==> src/rtl/switch_bank_ctrl_pkg.sv <==
// Shared constants and sizing helpers for the DIP switch bank controller.
// Optional interrupt support is selected with the SWITCH_BANK_IRQ_EN macro.
package switch_bank_ctrl_pkg;

   localparam int BANK_W = 8;

   function automatic int status_ofs(input int num_banks);
      return num_banks / 4;
   endfunction

   function automatic int mask_ofs(input int num_banks);
      return num_banks / 4 + 1;
   endfunction

   // Counter only has to reach DEBOUNCE_CYCLES-1.
   function automatic int cnt_w(input int cycles);
      return (cycles < 2) ? 1 : $clog2(cycles);
   endfunction

endpackage

==> src/rtl/switch_bank_ctrl_debounce.sv <==
// One 8-bit active-low switch bank: two-flop synchroniser, inversion, and a
// candidate/counter debouncer producing the accepted value and a change pulse.
module switch_debounce
   import switch_bank_ctrl_pkg::*;
#(
   parameter logic [19:0] DEBOUNCE_CYCLES = 20'd1000000
) (
   input  logic              clk,
   input  logic              reset_n,
   input  logic [BANK_W-1:0] pins,
   output logic [BANK_W-1:0] stable,
   output logic              change
);

   localparam int CNT_W = cnt_w(int'(DEBOUNCE_CYCLES));
   localparam logic [CNT_W-1:0] CNT_TC = CNT_W'(DEBOUNCE_CYCLES - 20'd1);

   logic [BANK_W-1:0] sync1, sync2, cand, stable_q;
   logic [BANK_W-1:0] sync_val;
   logic [CNT_W-1:0]  cnt;

   assign sync_val = ~sync2;

   // Combinational so the status flag sets on the same edge as stable.
   assign change = (sync_val == cand) && (cand != stable_q) && (cnt == CNT_TC);
   assign stable = stable_q;

   always_ff @(posedge clk or negedge reset_n) begin
      if (!reset_n) begin
         sync1    <= '0;
         sync2    <= '0;
         cand     <= '0;
         stable_q <= '0;
         cnt      <= '0;
      end else begin
         sync1 <= pins;
         sync2 <= sync1;
         if (sync_val != cand) begin
            cand <= sync_val;
            cnt  <= '0;
         end else if (cand != stable_q) begin
            if (cnt == CNT_TC) begin
               stable_q <= cand;
               cnt      <= '0;
            end else begin
               cnt <= cnt + 1'b1;
            end
         end else begin
            cnt <= '0;
         end
      end
   end

endmodule

==> src/rtl/switch_bank_ctrl.sv <==
// Memory-mapped reader for NUM_BANKS debounced DIP switch banks with W1C change
// status; SWITCH_BANK_IRQ_EN adds the MASK register and the registered irq.
module switch_bank_ctrl
   import switch_bank_ctrl_pkg::*;
#(
   parameter int          NUM_BANKS       = 8,
   parameter logic [19:0] DEBOUNCE_CYCLES = 20'd1000000,
   parameter int          ADDR_WIDTH      = 4
) (
   input  logic                        clk,
   input  logic                        reset_n,
   input  logic [NUM_BANKS*BANK_W-1:0] dip_switch,
   input  logic [ADDR_WIDTH-1:0]       addr,
   input  logic                        we,
   input  logic [31:0]                 wdata,
   output logic [31:0]                 rdata,
   output logic                        irq
);

   localparam int NUM_WORDS  = NUM_BANKS / 4;
   localparam int STATUS_OFS = status_ofs(NUM_BANKS);
   localparam int MASK_OFS   = mask_ofs(NUM_BANKS);
   localparam logic [ADDR_WIDTH-1:0] STATUS_ADDR = ADDR_WIDTH'(STATUS_OFS);
   localparam logic [ADDR_WIDTH-1:0] MASK_ADDR   = ADDR_WIDTH'(MASK_OFS);

   logic [NUM_BANKS*BANK_W-1:0] stable_all;
   logic [NUM_BANKS-1:0]        change_vec;
   logic [NUM_BANKS-1:0]        status;
   logic [NUM_BANKS-1:0]        status_clr;
   logic                        unused_wdata;

   assign unused_wdata = ^wdata;

   for (genvar b = 0; b < NUM_BANKS; b++) begin : g_bank
      switch_debounce #(.DEBOUNCE_CYCLES(DEBOUNCE_CYCLES)) u_debounce (
         .clk     (clk),
         .reset_n (reset_n),
         .pins    (dip_switch[b*BANK_W +: BANK_W]),
         .stable  (stable_all[b*BANK_W +: BANK_W]),
         .change  (change_vec[b])
      );
   end

   assign status_clr = (we && addr == STATUS_ADDR) ? wdata[NUM_BANKS-1:0] : '0;

   // A change pulse wins over a simultaneous write-1-to-clear.
   always_ff @(posedge clk or negedge reset_n) begin
      if (!reset_n) status <= '0;
      else          status <= (status & ~status_clr) | change_vec;
   end

`ifdef SWITCH_BANK_IRQ_EN
   logic [NUM_BANKS-1:0] mask;
   logic                 irq_q;

   always_ff @(posedge clk or negedge reset_n) begin
      if (!reset_n) begin
         mask  <= '0;
         irq_q <= 1'b0;
      end else begin
         if (we && addr == MASK_ADDR) mask <= wdata[NUM_BANKS-1:0];
         irq_q <= |(status & mask);
      end
   end

   assign irq = irq_q;
`else
   assign irq = 1'b0;
`endif

   always_comb begin
      rdata = '0;
      for (int w = 0; w < NUM_WORDS; w++) begin
         if (addr == ADDR_WIDTH'(w)) rdata = stable_all[w*32 +: 32];
      end
      if (addr == STATUS_ADDR) rdata[NUM_BANKS-1:0] = status;
`ifdef SWITCH_BANK_IRQ_EN
      if (addr == MASK_ADDR) rdata[NUM_BANKS-1:0] = mask;
`endif
   end

endmodule

==> config.mk <==
export PLATFORM = sky130hd
export DESIGN_NAME = switch_bank_ctrl
export DESIGN_NICKNAME = d
export VERILOG_FILES = /design/src/rtl/switch_bank_ctrl_pkg.sv /design/src/rtl/switch_bank_ctrl_debounce.sv /design/src/rtl/switch_bank_ctrl.sv
export SDC_FILE = /design/constraint.sdc
export NUM_CORES = 1
export LEC_CHECK = 0
export ABC_AREA = 1
export CAP_MARGIN = 20
export CORE_MARGIN = 8
export CORE_UTILIZATION = 54
export CTS_BUF_LIST = sky130_fd_sc_hd__clkbuf_8 sky130_fd_sc_hd__clkbuf_16
export CTS_CLUSTER_SIZE = 14
export DETAILED_ROUTE_END_ITERATION = 7
export PLACE_DENSITY_LB_ADDON = 0.05
export SKIP_CTS_REPAIR_TIMING = 1
export SLEW_MARGIN = 20
export SYNTH_ARGS = -nofsm -noshare
export SYNTH_HDL_FRONTEND = slang
export SYNTH_SLANG_ARGS = --single-unit
==> constraint.sdc <==
create_clock -name clk -period 1.5 [get_ports clk]
set_input_delay 0.3 -clock clk [delete_from_list [all_inputs] [get_ports clk]]
set_output_delay 0.3 -clock clk [all_outputs]
set_load 0.02 [all_outputs]
[Yosys cells after proc, flatten, opt, wreduce, memory -nomap -nowiden]
Index checks and enable logic that the tools add are counted.
Word-level totals
  bits of input ports: 103
  register bits: 424
  logic and storage cells: 156
Cells by class
  equal/unequal tests: 34
  multiplexer cells: 28
  bitwise operators: 19
  reduce and logical (&&, ||, !) cells: 26
  add/sub/neg operators: 8
Operators with widths (count)
  $mux 20: 24
  $add 20x1->20 const B: 8
  $eq 20x20->1 const B: 8
  $ne 8x8->1: 16
  $not 8->8: 9
  $eq 8x8->1: 8
  $mux 32: 2
  $reduce_and 3->1: 8
  $logic_and 1x1->1: 17
  $mux 8: 2
  $and 8x8->8: 1
  $not 1->1: 8
  $or 8x8->8: 1
  $eq 4x1->1 const B: 1
  $eq 4x2->1 const B: 1
  $logic_not 4->1: 1

[Logic depth before layout (Yosys ltp)]
  word-level depth: 6
  depth in mapped cells: 10
  mapped depth without buffers: 10

[Hierarchy]
Synthesis repeated with hierarchy kept, for this count alone.
Unflattened totals
  cells, all modules: 2466
  area total of the unflattened synthesis: 20752.4 um^2
Modules (own cells, without submodules)
  switch_debounce at g_bank[0].u_debounce ...: cells an instance 287, sequential area each 1301.2 um^2, area an instance 2471.1 um^2, times used 6
  switch_debounce at g_bank[6].u_debounce ...: cells an instance 288, sequential area each 1301.2 um^2, area an instance 2472.4 um^2, times used 2
  switch_bank_ctrl: cells an instance 168, sequential area each 200.2 um^2, area an instance 980.9 um^2, times used 1

[Worst setup path before layout]
No wires, ideal clock.
  path type: register -> register
  start point: register g_bank[4].u_debounce.cnt[0]
  end point: register g_bank[4].u_debounce.cnt[12]
  path slack: -0.060 ns
  arrival time: 1.436 ns
  stages on the path, launching flop included: 10
  period minus slack after synthesis: 1.560 ns
  cell sequence: dfrtp_1 > ha_1 > nand2_1 > nor2_1 > nand2_1 > inv_1 > nand3_2 > nand2_4 > buf_12 > nor2_4
Between the ends
  longest elaborated chain between the ends: 4
  elaborated cells on any way between the ends: 5
  classes of those cells: 1 x add/sub; 1 x eq/ne; 3 x mux
RTL lines
  from (decl): RTL line switch_bank_ctrl_debounce.sv:20  | logic [CNT_W-1:0] cnt;
  from (signal assigned): RTL line switch_bank_ctrl_debounce.sv:46  | cnt <= cnt + 1'b1;
  $add 20x1->20 or $eq 20x20->1 (tied branches): RTL line switch_bank_ctrl_debounce.sv:46, switch_bank_ctrl_debounce.sv:42
  $mux 20 (*): RTL line switch_bank_ctrl_debounce.sv:42  | if (cnt == CNT_TC) begin
  $mux 20 (*): RTL line switch_bank_ctrl_debounce.sv:41  | end else if (cand != stable_q) begin
  $mux 20 (*): RTL line switch_bank_ctrl_debounce.sv:38  | if (sync_val != cand) begin
Mark *: on every way between the ends. The rest lies on a longest branch, timed or not.
A chain may end at the register's enable or synchronous reset.

[Worst setup path in the final report]
  start point: input port addr[2]
  end point: output port rdata[7]
Between the ends
  longest elaborated chain between the ends: 4
  elaborated cells on any way between the ends: 6
  classes of those cells: 2 x eq/ne; 3 x mux; 1 x reduce/logical
RTL lines
  from (decl): RTL line switch_bank_ctrl.sv:13  | input logic [ADDR_WIDTH-1:0] addr,
  $logic_not 4->1: RTL line switch_bank_ctrl.sv:74  | if (addr == ADDR_WIDTH'(w)) rdata = stable_all[w*32 +: 32];
  $mux 32 (2 in series): RTL line switch_bank_ctrl.sv:74
  $mux 8 (*): RTL line switch_bank_ctrl.sv:76  | if (addr == STATUS_ADDR) rdata[NUM_BANKS-1:0] = status;
  to (decl): RTL line switch_bank_ctrl.sv:16  | output logic [31:0] rdata,
Marks and branches as above.

==> metrics <==
RSZ-0062 raised after global routing=yes; Mapped Area=approximately 20,000 sq um; grt total ovfl=0; final core occ=between 70% and 80%; H-tree levels=2; Max Slew Vio Count=0; later-pin clock latency in the skew report=approximately 0.57 ns; Worst Path Max Fanout=8; DRT iter0 DRCs=about 830; critical path class=input port to primary output; Longest Clk Path Bufs=3; Ys Warns=0; Worst setup endpoint=rdata[7]; Final #Nets=3,018; Routed WL per cell=15.45 microns; Worst Skew=between 0.01 and 0.015 ns; syn nets=approximately 2,600; Peak Freq=approximately 600 MHz; Die Ht=209.7 microns; worst r2r dst=g_bank[6].u_debounce.cnt[14]; maximum vdd ir drop=about 0.00094 V; Worst path max stage delay=roughly 0.27 ns; IO Pins=about 140; largest net degree at the start of global routing=70; Yosys cell types=42; CP max-delay cell=clkbuf_16; routed wire length=52,820 microns; R2R depth=10; Placer Congestion=just under 0.9; CTS tree=yes; via/cell ratio=around 5; layout cell share with drive strength beyond 1=34.27%; setup ws final=-0.1744 ns; critical path depth=6; Avg Cell Area, Syn=between 8 and 9 sq um; CTS Buf Count=46; critical path arrival=around 1.4 ns; Syn-to-layout area delta=39.60%; fill cell total of the finished layout=2,667; kind of cell adding the most delay to the critical path=buffers and inverters; Synth Register Bits=approximately 420; area of the multi-input gates=approximately 10,000 sq um; status=finished with violations; count of final setup violators=202; worst reg2reg setup slack=-0.10 ns; clk root buf=clkbuf_16; initial core utilization=roughly 54%; maxcap violations=0; GRT Util Overall=21.67%; Final HPWL DP=33,870 microns; via count=roughly 17,000; post-detailed-route count of antenna-violating nets=0; CP Cell Sequence=buf_8, nor2_4, nand3_4, clkbuf_16, o221ai_2, buf_4; Cells after Synth=about 2,500; TNS Setup=-9.151 ns; full die area=around 44,000 sq um; drt first pass iters=5; Period minus WS final=approximately 1.7 ns; port buffer count=110; first-pass GRT wire length=slightly below 80,000 microns; # clock sinks=roughly 420; register area share after synthesis=a little over half; WP data required=1.20 ns; Row Count=around 70; failing checks=setup timing; Seq. cell area=between 10,000 and 15,000 sq um; Core ar.=37,310 sq um; number of global-route vias before repair=16,550; P_leak=around 0.013 uW; Final Cycle Share=111.6%; worst hold path class=input port to register; DRC viols=0; initial antenna violation count=1; Die W=around 210 microns; Place WS=-0.9847 ns; CP startpoint=addr[2]; Clock transition at path regs=about 0.060 ns; Fin. Hold Viols=0; crit path buf inv count=3; element type at the critical path end=primary output; crit start category=input port; Power Density=around 900 nW/um^2; worst r2r src=g_bank[6].u_debounce.stable[5]
==> cell usage after synthesis <==
master      n  area share (%)
nand2_1   773              14
dfrtp_1   424              52
nor2_1    329             6.1
inv_1     323             6.0
nand3_1   181             4.5
xor2_1     70             3.0
nor2_4     67             3.7
nor2_2     64             2.0
xnor2_1    30             1.3
nand4_1    27            0.83
nor3_1     26            0.64
o22ai_1    25            0.77
nand2_2    16            0.49
inv_2      14            0.26
a21oi_1    10            0.25
ha_1        8            0.49
o221ai_1    8            0.35
nand2_4     7            0.39
nand3b_1    6            0.22
clkbuf_1    5           0.093
o21ai_0     5            0.12
buf_12      4            0.40
nor4_1      4            0.12
buf_6       3            0.17
nor3_2      3            0.15
a31o_2      2           0.086
a31oi_1     2           0.062
buf_2       2           0.049
buf_4       2           0.074
and3_1      1           0.031
buf_1       1           0.019
buf_8       1           0.074
conb_1      1           0.019
nand3_2     1           0.049
nand3b_2    1           0.056
nand3b_4    1           0.099
nand4_2     1           0.062
nor2_8      1           0.099
nor4_4      1            0.10
o21ai_1     1           0.025
o21bai_1    1           0.037
o31ai_1     1           0.037
==> registers in the layout, summed over array words and instances, names as in the netlist <==
register and count:
g_bank.u_debounce.sync2 64, g_bank.u_debounce.cand 64, g_bank.u_debounce.cnt 160, status 8
g_bank.u_debounce.stable 64, g_bank.u_debounce.sync1 64
==> per-stage QoR <==
stage	instance area, sq um	std cells	power, uW	hold WS [ns]
final	28280	3419	25410	0.1606
after global routing	28280	3419	26350	0.1520
after CTS	25600	3344	25500	-0.4315
after detailed placement	23960	3259	13360	0.1831
after global placement	23960	3259	13320	0.1846
after floorplan	20290	2453	12580	0.004409
==> worst reg2reg max path: stages (launching register included) <==
cell       delay [ns]
dfrtp_1          0.40
buf_6            0.13
nand2_2          0.06
nand2_2          0.06
nor2_4           0.12
nand2_2          0.07
nor2_4           0.22
nor2_8           0.09
nand2_4          0.12
clkbuf_16        0.18
nor2_4           0.03
==> metal layers <==
layer,routed length [microns],track usage (%),vias to the layer above
met4,1662,7.193,0
met2,26250,36.48,321
met3,2038,3.968,95
li1,-,-,8440
met5,0,0,-
met1,22870,28.02,8356
==> cell type report <==
cell class              instances  area share (%)
clock inverters                31           1.203
inverters                     337           4.526
diodes                          1        0.008848
well taps                     474           2.097
flip-flops and latches        424           37.60
multi-input cells            1677           35.49
repair buffers                421           14.49
clock buffers                  54           4.579
==> cell families after synthesis <==
| kind of cell | count (synthesis) | synth area share [%] |
|---|---|---|
| buffers and inverters | 355 | 7.115 |
| and+or+nand+nor | 1510 | 33.94 |
| adders and majority gates | 8 | 0.4941 |
| DFF | 424 | 52.37 |
| AOI/OAI and AO/OA | 55 | 1.735 |
| xor gates and xnor gates | 100 | 4.323 |
| other | 1 | 0.01851 |
==> worst min-delay path by stage <==
| stage | cells past startpoint | slack, ns | endpoint | startpoint |
|---|---|---|---|---|
| finish | 1 | 0.16 | g_bank[6].u_debounce.sync1[1] | dip_switch[49] |
| global route | 1 | 0.15 | g_bank[0].u_debounce.sync1[6] | dip_switch[6] |
| CTS | 1 | -0.43 | g_bank[3].u_debounce.cnt[10] | reset_n |
| detailed placement | 1 | 0.18 | g_bank[3].u_debounce.cnt[10] | reset_n |
| global placement | 1 | 0.18 | g_bank[3].u_debounce.cnt[10] | reset_n |
| floorplan | 0 | 0.004 | g_bank[0].u_debounce.cand[0] | reset_n |
==> placed cells by master, fill, tap and decap left out, drive strengths merged, types with 10 or more instances in the layout <==
cell and n:
clkbuf 64, clkinv 14, dfrtp 424, inv 345, xnor2 30, buf 336
xor2 70, nand2 799, nand3 182, o22ai 25, clkdlybuf4s50 73, nor2 461
nor3 29, nand4 28, a21oi 10
==> power breakdown <==
part,total [uW],switching (uW),leakage (uW),internal (uW)
registers,12000,242,0.00544,11800
clock network,12100,4700,0.000837,7370
logic,1350,763,0.00661,585
No activity file was read; power rests on OpenSTA's default activity.
